===== config.mk =====
export PLATFORM = sky130hd
export DESIGN_NAME = ct_had_dbginfo_reader
export DESIGN_NICKNAME = d
export VERILOG_FILES = /design/src/rtl/ct_had_dbginfo_reader.sv
export SDC_FILE = /design/constraint.sdc
export NUM_CORES = 1
export LEC_CHECK = 0
export ABC_AREA = 1
export BUFFER_PORTS_ARGS = -buffer_cell sky130_fd_sc_hd__buf_4
export CAP_MARGIN = 20
export CELL_PAD_IN_SITES_DETAIL_PLACEMENT = 1
export CELL_PAD_IN_SITES_GLOBAL_PLACEMENT = 2
export CORE_MARGIN = 4
export CORE_UTILIZATION = 28
export DETAILED_ROUTE_END_ITERATION = 12
export GPL_TIMING_DRIVEN = 0
export HOLD_SLACK_MARGIN = 0.1
export PLACE_DENSITY_LB_ADDON = 0.08
export SLEW_MARGIN = 15
export SYNTH_ARGS = -nofsm -noshare
export SYNTH_HDL_FRONTEND = slang
export SYNTH_SLANG_ARGS = --single-unit
export TNS_END_PERCENT = 5

===== constraint.sdc =====
create_clock -name dbginfo_clk -period 1.7 [get_ports dbginfo_clk]
set_input_delay 0.17 -clock dbginfo_clk [delete_from_list [all_inputs] [get_ports dbginfo_clk]]
set_output_delay 0.17 -clock dbginfo_clk [all_outputs]
set_load 0.01 [all_outputs]

===== src/rtl/ct_had_dbginfo_reader.sv =====
// Host-side reader for the HAD dbgfifo2 debug-info snapshot: drains DBG_DEPTH words
// through a valid/ack holding register, drains the rest on abort, and flags torn snapshots.
module ct_had_dbginfo_reader #(
   parameter int DBG_WIDTH = 64,
   parameter int DBG_DEPTH = 6,
   parameter int CNT_WIDTH = 3
) (
   input  logic                 dbginfo_clk,
   input  logic                 cpurst_b,
   input  logic                 regs_dbgrd_start,
   input  logic                 regs_dbgrd_abort,
   input  logic                 regs_dbgrd_ack,
   input  logic                 had_dbg_ack_pc,
   input  logic [DBG_WIDTH-1:0] dbgfifo2_data,
   output logic                 dbgfifo2_read_ren,
   output logic [DBG_WIDTH-1:0] dbgrd_word,
   output logic                 dbgrd_vld,
   output logic [CNT_WIDTH-1:0] dbgrd_idx,
   output logic                 dbgrd_busy,
   output logic                 dbgrd_done,
   output logic                 dbgrd_aborted,
   output logic                 dbgrd_torn,
   output logic                 dbgrd_clk_en
);

   typedef enum logic [2:0] {
      ST_IDLE,
      ST_REQ,
      ST_WAIT,
      ST_HOLD,
      ST_DRAIN,
      ST_SETTLE
   } state_t;

   localparam logic [CNT_WIDTH-1:0] DEPTH_C = CNT_WIDTH'(DBG_DEPTH);
   localparam logic [CNT_WIDTH-1:0] LAST_C  = CNT_WIDTH'(DBG_DEPTH - 1);
   localparam logic [CNT_WIDTH-1:0] ONE_C   = CNT_WIDTH'(1);

   state_t               state, state_nxt;
   logic [CNT_WIDTH-1:0] rd_cnt;
   logic                 ack_f;
   logic                 start_acc;
   logic                 abort_acc;
   logic                 ack_acc;

   // Accepted events after priority: abort beats ack, and an abort in IDLE also masks start.
   assign start_acc = (state == ST_IDLE) & regs_dbgrd_start & ~regs_dbgrd_abort;
   assign abort_acc = regs_dbgrd_abort &
                      ((state == ST_REQ) | (state == ST_WAIT) | (state == ST_HOLD));
   assign ack_acc   = regs_dbgrd_ack & dbgrd_vld & ~abort_acc;

   // Pure decodes of registered state, so the FIFO strobe never glitches.
   assign dbgfifo2_read_ren = (state == ST_REQ) | ((state == ST_DRAIN) & (rd_cnt < DEPTH_C));
   assign dbgrd_busy        = (state != ST_IDLE);
   assign dbgrd_done        = (state == ST_SETTLE);
   assign dbgrd_clk_en      = regs_dbgrd_start | dbgrd_busy | had_dbg_ack_pc | ack_f;

   // NOTE: every always_comb output gets a default first so no path can infer a latch.
   always_comb begin
      state_nxt = state;
      case (state)
         ST_IDLE:   if (start_acc) state_nxt = ST_REQ;
         ST_REQ:    state_nxt = abort_acc ? ST_DRAIN : ST_WAIT;
         ST_WAIT:   state_nxt = abort_acc ? ST_DRAIN : ST_HOLD;
         ST_HOLD: begin
            if (abort_acc)    state_nxt = ST_DRAIN;
            else if (ack_acc) state_nxt = (dbgrd_idx == LAST_C) ? ST_SETTLE : ST_REQ;
         end
         // The read issued at rd_cnt==LAST_C is the final one; leave right after it.
         ST_DRAIN:  if (rd_cnt >= LAST_C) state_nxt = ST_SETTLE;
         ST_SETTLE: state_nxt = ST_IDLE;
         default:   state_nxt = ST_IDLE;
      endcase
   end

   // NOTE: sequential state uses non-blocking assignments so every register samples pre-edge values.
   always_ff @(posedge dbginfo_clk or negedge cpurst_b) begin
      if (!cpurst_b) begin
         state         <= ST_IDLE;
         rd_cnt        <= '0;
         dbgrd_word    <= '0;
         dbgrd_vld     <= 1'b0;
         dbgrd_idx     <= '0;
         dbgrd_aborted <= 1'b0;
         dbgrd_torn    <= 1'b0;
         ack_f         <= 1'b0;
      end else begin
         state <= state_nxt;
         ack_f <= had_dbg_ack_pc;

         if (start_acc)
            rd_cnt <= '0;
         else if (dbgfifo2_read_ren && (rd_cnt != DEPTH_C))
            rd_cnt <= rd_cnt + ONE_C;

         if (start_acc)
            dbgrd_idx <= '0;
         else if (ack_acc && (dbgrd_idx != LAST_C))
            dbgrd_idx <= dbgrd_idx + ONE_C;

         // An abort during WAIT drops the capture that would otherwise land.
         if ((state == ST_WAIT) && !abort_acc) begin
            dbgrd_word <= dbgfifo2_data;
            dbgrd_vld  <= 1'b1;
         end else if (abort_acc || ack_acc) begin
            dbgrd_vld  <= 1'b0;
         end

         if (start_acc)
            dbgrd_aborted <= 1'b0;
         else if (abort_acc)
            dbgrd_aborted <= 1'b1;

         if (start_acc)
            dbgrd_torn <= 1'b0;
         else if (had_dbg_ack_pc && !ack_f && dbgrd_busy)
            dbgrd_torn <= 1'b1;
      end
   end

endmodule


== Yosys cells after proc, flatten, opt, wreduce, memory -nomap -nowiden ==
Index checks and enable logic that the tools add are counted.
Operators by class
  multiplexer cells: 18
  bitwise operators: 14
  add/subtract/negate cells: 2
  order comparisons: 2
  reductions and logical operators: 16
  eq/ne operators: 11
Operators by type and width (count)
  $mux W3: 11
  $pmux W3 S5: 1
  $reduce_bool A2 Y1: 5
  $eq A3 B3 Y1 const B: 3
  $ne A3 B3 Y1 const B: 3
  $add A3 B1 Y3 const B: 2
  $and A1 B1 Y1: 6
  $eq A3 B2 Y1 const B: 2
  $mux W1: 6
  $or A1 B1 Y1: 6
  $logic_and A1 B1 Y1: 5
  $eq A3 B1 Y1 const B: 1
  $ge A3 B3 Y1 const B: 1
  $logic_not A3 Y1: 1
  $lt A3 B3 Y1 const B: 1
  $reduce_and A3 Y1: 1
  $reduce_bool A3 Y1: 1
  $logic_not A1 Y1: 2
  $ne A2 B1 Y1 const B: 1
  $ne A2 B2 Y1 const B: 1
  $not A1 Y1: 2
  $logic_or A1 B1 Y1: 1
Word-level totals
  input bits: 70
  logic and storage cells: 71
  output and inout port bits: 74
  register bits after elaboration: 77

== Longest topological paths before layout ==
Gate-level depths: netlist of the first run.
  depth in word-level cells: 9
  depth in mapped cells: 7
  mapped depth without buffers: 7

== Worst setup path before layout of the first run ==
OpenSTA, ideal clock, no wires.
  path kind: flip-flop to flip-flop
  start point: register state[2]
  end point: register dbgrd_word[29]
  path slack: 0.479 ns
  path buffers: 2
  clock period less this slack: 1.221 ns
  stages on the path, launching flop included: 7
  library setup time: 0.130 ns
  arrival: 1.090 ns
  cell sequence: dfrtp_1 -> nor2_4 -> nand3_4 -> buf_6 -> buf_6 -> nand2_1 -> o21ai_0
On the way
  word-level cells in the longest chain between the ends: 6
  elaborated cells between the ends (all ways): 8
  classes of those cells: eq/ne (3); bitwise (3); reduce/logical (2)
RTL lines
  start: declaration: RTL line 39  | state_t state, state_nxt;
  start signal: assignment: RTL line 88  | state <= state_nxt;
  $eq A3 B1 Y1 or $eq A3 B2 Y1 (tied branches): RTL line 49, 102
  $or A1 B1 Y1 (2 in series): RTL line 49  | ((state == ST_REQ) | (state == ST_WAIT) | (state == ST_HOLD));
  $and A1 B1 Y1: RTL line 48  | assign abort_acc = regs_dbgrd_abort &
  $logic_not A1 Y1: RTL line 102  | if ((state == ST_WAIT) && !abort_acc) begin
  $logic_and A1 B1 Y1 *: RTL line 102
  end signal: assignment: RTL line 103  | dbgrd_word <= dbgfifo2_data;
  end: declaration: RTL line 16  | output logic [DBG_WIDTH-1:0] dbgrd_word,
Mark *: on every way between the ends. The rest lies on a longest branch, timed or not.
A chain may end at the register's enable or synchronous reset.

== Worst setup path in the final report of the first run ==
  start point: register state[0]
  end point: output port dbgrd_clk_en
On the way
  word-level cells in the longest chain between the ends: 4
RTL lines
  $reduce_bool A3 Y1: RTL line 54  | assign dbgrd_busy = (state != ST_IDLE);
  $or A1 B1 Y1 (3 in series): RTL line 56  | assign dbgrd_clk_en = regs_dbgrd_start | dbgrd_busy | had_dbg_ack_pc | ack_f;
  end: declaration: RTL line 23  | output logic dbgrd_clk_en
No other way between the ends.

==> results of run 1 <==
==> cell families after synthesis <==
logic type / after synthesis
fa+ha+maj: 5
buf+inv: 89
flops: 77
xor+xnor: 2
compound gates: 66
simple gates: 131
==> worst register-to-register path, cell delays in order (launching register included) <==
cell and delay [ns]:
dfrtp_1 0.46, inv_1 0.17, nand2_1 0.12, nand2_2 0.17, nand2_1 0.07, nor2_1 0.18, nand3_1 0.11, nand2_1 0.07
==> registers in the layout (all words and copies together) (netlist names) <==
| register | cells |
|---|---|
| dbgrd_vld | 1 |
| dbgrd_torn | 1 |
| state | 3 |
| dbgrd_aborted | 1 |
| ack_f | 1 |
| dbgrd_word | 64 |
| dbgrd_idx | 3 |
| rd_cnt | 3 |
==> routing by layer <==
| layer | part of all wire (%) | wire length (um) |
|---|---|---|
| met3 | 5.5 | 566 |
| met4 | 1.8 | 189 |
| met5 | 0 | 0 |
| met1 | 44 | 4560 |
| met2 | 49 | 5060 |
==> worst paths after layout <==
kind | from | endpoint | slack [ns]
worst min-delay path | regs_dbgrd_abort | state[1]$_DFFE_PN0P_ | 0.15
worst max-delay path | state[0]$_DFFE_PN0P_ | dbgrd_clk_en | 0.14
min in group asynchronous | cpurst_b | dbgrd_word[40]$_DFFE_PN0P_ | 0.38
worst min register to register | dbgrd_word[47]$_DFFE_PN0P_ | dbgrd_word[47]$_DFFE_PN0P_ | 0.48
max in group asynchronous | cpurst_b | dbgrd_word[20]$_DFFE_PN0P_ | 0.72
worst max register to register | state[0]$_DFFE_PN0P_ | dbgrd_idx[1]$_DFFE_PN0P_ | 0.29
==> metrics by stage <==
stage	util (%)	instance area, sq um	instances	worst slack [ns]
3_5_place_dp	39.5	4820	681	0.273
4_1_cts	47.1	5750	763	0.0651
6_report	47.3	5770	764	0.139
2_1_floorplan	-	3540	370	0.479
3_3_place_gp	39.5	4820	681	0.292
5_1_grt	47.3	5770	764	0.00740
==> repair_timing <==
action,in CTS,in global routing
gates resized for setup,1,1
pin swaps,0,0
hold buffers,66,0
buffers inserted,0,0
endpoints found under the hold margin,142,0
setup endpoints to repair,1,1
==> power groups by stage <==
stage / Combinational [mW] / Sequential [mW] / Clock, mW
2_1_floorplan: 1.66 / 3.47 / 0
3_3_place_gp: 3.72 / 3.18 / 0
3_5_place_dp: 3.80 / 3.20 / 0
4_1_cts: 3.93 / 3.18 / 1.81
5_1_grt: 4.30 / 3.30 / 1.89
6_report: 3.86 / 3.18 / 1.72
==> cells in the final DEF, fill, tap and decap left out <==
cell type	Yosys	routed
inv_1	74	74
buf_12	0	1
buf_6	13	13
clkinv_2	0	4
nand3_4	1	1
dfrtp_1	77	77
clkinvlp_4	0	1
nand4_1	3	3
ha_1	5	5
clkbuf_16	0	9
nor2_1	8	7
nand3b_1	3	3
o21ai_2	55	55
o21ai_0	10	10
buf_4	1	144
nand3_2	1	1
nand2_1	96	96
nand3_1	16	16
nand2_2	1	1
nor2_4	1	2
nor3_1	1	1
clkbuf_1	1	3
o21ai_1	1	1
xor2_1	2	2
dlygate4sd3_1	0	66
==> area by class of cell <==
class / instances / area share (%)
multi-input cells: 204 / 20.5
flip-flops and latches: 77 / 33.4
inverters: 74 / 4.81
well taps: 168 / 3.64
clock inverters: 5 / 0.477
repair buffers: 210 / 30.4
clock buffers: 11 / 4.03
plain buffers: 15 / 2.73
==> qor.csv, run 1 <==
metric,value,unit
final WL,10400,um
"slowest stage delay, CP",0.46,ns
Slew @ Worst Pin,0.601,ns
IO Port Bufs,143,
M2 GR Usage,24.8,%
Peak Freq,0.641,GHz
Final min period,1.56,ns
cell mode on critical path,nand2_1,
Post-synth top cells,"nand2_1, dfrtp_1, inv_1, o21ai_2, nand3_1",
DR DRC count,0,
Internal,5.56,mW
layout cells sized above 1,38.9,%
Die ar.,14500,sq um
RSZ-0062 raised after global routing,false,
Yosys reg bits,77,
Final Setup Violations,0,
first-pass GRT wire length,17300,um
Final Skew,0.00346,ns
H-tree Lvls,3,
Worst-path clk slew,0.06,ns
CP top delay family,flip-flops,
I/O pin total,144,
CP Launch Type,flip-flop,
setup tns final,0,ns
largest family of logic cells by synthesized area,simple AND/OR/NAND/NOR gates,
number of buffers and inverters on the critical path,2,
"Clk Latency, worst-skew pair",0.33,ns
Fillers,1429,
Synth Area in XOR/XNOR,0.495,%
met3 GRT Util,4.07,%
FP Rows,40,
Psw,3.21,mW
Post-synth ARST share,100,%
n_diodes,0,
Switching Share,36.6,%
clk root buf,clkbuf_16,
area fraction of the dominant cell type after synthesis,54.4,%
max-cap viol count,0,
multiplexer share of the synthesized area,0,%
Reg2Reg Depth,7,
HPWL Detailed,7090,um
worst min-delay path class,input port to flip-flop,
vias in the first global route,3439,
Flop pwr share,36.3,%
post-synth top area cell,dfrtp_1,
instance count on the critical path,5,
fin nets,666,
CTS buffer count,9,
Hold Crit Depth,4,
via/cell ratio,4.12,
initial DRC count,150,
Max Root-Sink Buffers,2,
"Cell Area, Synth",3540,sq um
Detail Route Antenna Nets,0,
Wirelength per Cell,13.6,um
Critical Path Fanout Max,6,
Multi-input gate area,1190,sq um
Clock power frac,19.6,%
FF/Latch Area,1930,sq um
Synth Area per Inst,9.57,sq um
antenna violations before repair,0,
grt met1 use,18.5,%
Core ar.,12200,sq um
total gr overflow,0,
CP arrival,1.39,ns
post-synth cell types,20,
RePlAce Congestion,0.743,
Power Dens Cells,1520,nW/um^2
TritonCTS clock tree,built,
post-synthesis net count,445,
Die Ht,120,um
Syn. warnings,0,
status,"complete, no violations",
DR vias,3149,
starting density of the core,29.0,%
Crit. End Element,output port,
"EDFF count, synth",0,
period utilization,91.8,%
Die X,120,um
clock net sink count,77,
CP Cell Sequence,nor2_4 > nand2_1 > inv_1 > nand2_1 > buf_4,
Fin. Hold Viols,0,
"Top FF cell, synth",dfrtp_1,
post-synthesis sequential area ratio,54.4,%
Leak,3.12,nW
VDD IR max,0.000562,V
Slew HR,59.9,%
Pre-antenna DRT Iters,4,
Cells after Synth,370,
fin. max-slew vios,0,
Synth area leaders,"dfrtp_1, o21ai_2, nand2_1",
Top Usage Layer GRT,met2,
Compound-Gate Fraction of Synth Area,15.2,%
kind of critical path,flip-flop to output port,
most numerous cell in the Yosys netlist,nand2_1,
CP Data Required Time,1.53,ns
P&R area growth vs syn,63.0,%
final total power,8.76,mW
Gate power share,44.1,%
Simple-Gate Fraction of Synth Area,15.9,%
worst hold margin,0.146,ns
CP max-delay cell,dfrtp_1,
Total GRT Usage,15.0,%
largest net degree at the start of global routing,78,
Synth Area in Adders,1.77,%
Note: power is estimated with default switching activity, not from simulation.
==> run 2: changes to the inputs <==
--- a/config.mk
+++ b/config.mk
@@ -11,12 +11,11 @@
 export CELL_PAD_IN_SITES_DETAIL_PLACEMENT = 1
 export CELL_PAD_IN_SITES_GLOBAL_PLACEMENT = 2
 export CORE_MARGIN = 4
-export CORE_UTILIZATION = 28
+export CORE_UTILIZATION = 30
 export DETAILED_ROUTE_END_ITERATION = 12
 export GPL_TIMING_DRIVEN = 0
 export HOLD_SLACK_MARGIN = 0.1
 export PLACE_DENSITY_LB_ADDON = 0.08
-export SLEW_MARGIN = 15
 export SYNTH_ARGS = -nofsm -noshare
 export SYNTH_HDL_FRONTEND = slang
 export SYNTH_SLANG_ARGS = --single-unit
==> constraint.sdc (replaced) <==
create_clock -name dbginfo_clk -period 1.9 [get_ports dbginfo_clk]
set_input_delay 0.19 -clock dbginfo_clk [delete_from_list [all_inputs] [get_ports dbginfo_clk]]
set_output_delay 0.19 -clock dbginfo_clk [all_outputs]
set_load 0.01 [all_outputs]
==> qor.csv, run 2 (synthesis gave the netlist of run 1 again) <==
metric,value,unit,change
via/cell ratio,4.27,,was 4.12
RSZ-0062 raised after global routing,false,,unchanged
Final min period,1.73,ns,
Pre-antenna DRT Iters,4,,unchanged
P&R area growth vs syn,46.8,%,was 63.0%
fin. max-slew vios,0,,unchanged
Die Ht,117,um,was 120 um
Die ar.,13600,sq um,was 14500 sq um
max FFs per register,64,,unchanged
antenna violations before repair,0,,unchanged
CP Launch Type,flip-flop,,unchanged
CTS buffer count,9,,unchanged
I/O pin total,144,,unchanged
vias in the first global route,3036,,was 3439
fin nets,605,,was 666
HPWL Detailed,7120,um,was 7090 um
pre-CTS setup slack,0.491,ns,was 0.273 ns
n_diodes,0,,unchanged
layout cells sized above 1,43.4,%,was 38.9%
H-tree Lvls,3,,unchanged
"commonest non-fill, non-tap cell in the layout",buf_4,,unchanged
Wirelength per Cell,14.3,um,was 13.6 um
FP Rows,39,,was 40
post-CTS setup buffer count,0,,unchanged
Fin. Hold Viols,0,,unchanged
clk root buf,clkbuf_16,,unchanged
status,"complete, no violations",,unchanged
DR DRC count,0,,unchanged
"Clk Latency, worst-skew pair",0.33,ns,about the same
Worst-path clk slew,0.06,ns,about the same
max-cap viol count,0,,unchanged
Total GRT Usage,14.3,%,was 15.0%
register name with the most flops,dbgrd_word,,unchanged
worst min-delay path class,input port to flip-flop,,unchanged
Slew HR,72.3,%,was 59.9%
VDD IR max,0.000489,V,was 0.000562 V
Peak Freq,0.579,GHz,
setup tns final,0,ns,unchanged
Slew @ Worst Pin,0.415,ns,was 0.601 ns
Power Dens Cells,1550,nW/um^2,was 1520 nW/um^2
CP Data Required Time,1.71,ns,was 1.53 ns
initial DRC count,90,,was 150
"slowest stage delay, CP",0.47,ns,was 0.46 ns
period utilization,91.0,%,
Max Root-Sink Buffers,2,,unchanged
final setup margin,0.172,ns,was 0.139 ns
first-pass GRT wire length,15100,um,was 17300 um
starting density of the core,30.9,%,was 29.0%
Die X,117,um,was 120 um
CP arrival,1.54,ns,was 1.39 ns
Core ar.,11500,sq um,was 12200 sq um
CP max-delay cell,dfrtp_1,,unchanged
total gr overflow,0,,unchanged
Placed Instance Area,4790,sq um,was 4820 sq um
final total power,8.06,mW,was 8.76 mW
Final Setup Violations,0,,unchanged
Detail Route Antenna Nets,0,,unchanged
cell mode on critical path,nand2_1,,unchanged
clock net sink count,77,,unchanged
TritonCTS clock tree,built,,unchanged
fin area,5200,sq um,was 5770 sq um
DR vias,2895,,was 3149
Fillers,1347,,was 1429
CP Cell Sequence,nor2_1 > nand2_1 > inv_1 > nand2_1 > buf_4,,was nor2_4 > nand2_1 > inv_1 > nand2_1 > buf_4
final WL,9680,um,was 10400 um
kind of critical path,flip-flop to output port,,unchanged
largest net degree at the start of global routing,78,,unchanged
RePlAce Congestion,0.771,,was 0.743
Leak,2.90,nW,was 3.12 nW
Crit. End Element,output port,,unchanged
most frequent cells in the layout,"buf_4, nand2_1, dfrtp_1, inv_1, o21ai_2",,"was buf_4, nand2_1, dfrtp_1, inv_1, dlygate4sd3_1"
Final Skew,0.00464,ns,was 0.00346 ns
IO Port Bufs,143,,unchanged
Final Util,45.3,%,was 47.3%
Critical Path Fanout Max,6,,unchanged
==> run 2: changes by cell type in the layout (fill, tap and decap cells not counted), moves of 2 or more <==
cell / change
bufinv_16: +2
clkbuf_8: +2
clkinv_2: -2
dlygate4sd3_1: -61
==> run 2: path summary, 6_finish.rpt <==
path                                             from                         end  slack [ns]  cells past startpoint
hold reg to reg            dbgrd_word[28]$_DFFE_PN0P_  dbgrd_word[28]$_DFFE_PN0P_        0.48                      2
max in group asynchronous                    cpurst_b  dbgrd_word[23]$_DFFE_PN0P_        1.03                      3
setup reg to reg                 state[2]$_DFFE_PN0P_  dbgrd_word[29]$_DFFE_PN0P_        0.51                      6
setup / recovery                 state[1]$_DFFE_PN0P_                dbgrd_clk_en        0.17                      5
hold / removal                       dbgfifo2_data[8]   dbgrd_word[8]$_DFFE_PN0P_        0.11                      3
min in group asynchronous                    cpurst_b  dbgrd_word[39]$_DFFE_PN0P_        0.27                      2
==> run 2: area by class of cell <==
type,count,area (sq um),area share (%)
plain buffers,15,158,3.03
clock buffers,12,256,4.94
clock inverters,4,70.1,1.35
inverters,74,278,5.34
multi-input cells,204,1180,22.7
flip-flops and latches,77,1930,37.1
well taps,143,179,3.44
repair buffers,149,1150,22.1
==> run 2: per-stage QoR <==
stage	instances	hold WS, ns
floorplan	370	-0.106
global placement	656	0.319
detailed placement	656	0.323
CTS	677	0.100
global route	678	0.102
finish	678	0.112
==> run 2: per-layer routing <==
layer / part of all wire (%) / vias up / track usage (%)
met5: 0 / - / 0
met4: 1.2 / 0 / 5.50
met3: 7.6 / 9 / 4.04
met2: 48 / 88 / 22.6
met1: 43 / 1352 / 18.7
li1: - / 1446 / -
==> run 2: power breakdown <==
group          switching (mW)  leakage, nW  internal, mW  total, mW
Clock                   0.654        0.163          1.22       1.87
Combinational            1.70         1.77          1.65       3.35
Sequential              0.480        0.972          2.36       2.84
Total                    2.83         2.90          5.22       8.06
==> run 2: repair_timing <==
item	CTS	global route
hold endpoints to repair	48	0
resized for setup	0	0
endpoints found under the setup margin	0	0
hold buffers	5	0
==> run 2: worst max-delay path: cells and delay by family (launching register included) <==
family        cells  cell delay, ns
simple gates      3            0.46
buf+inv           2            0.27
flops             1            0.47
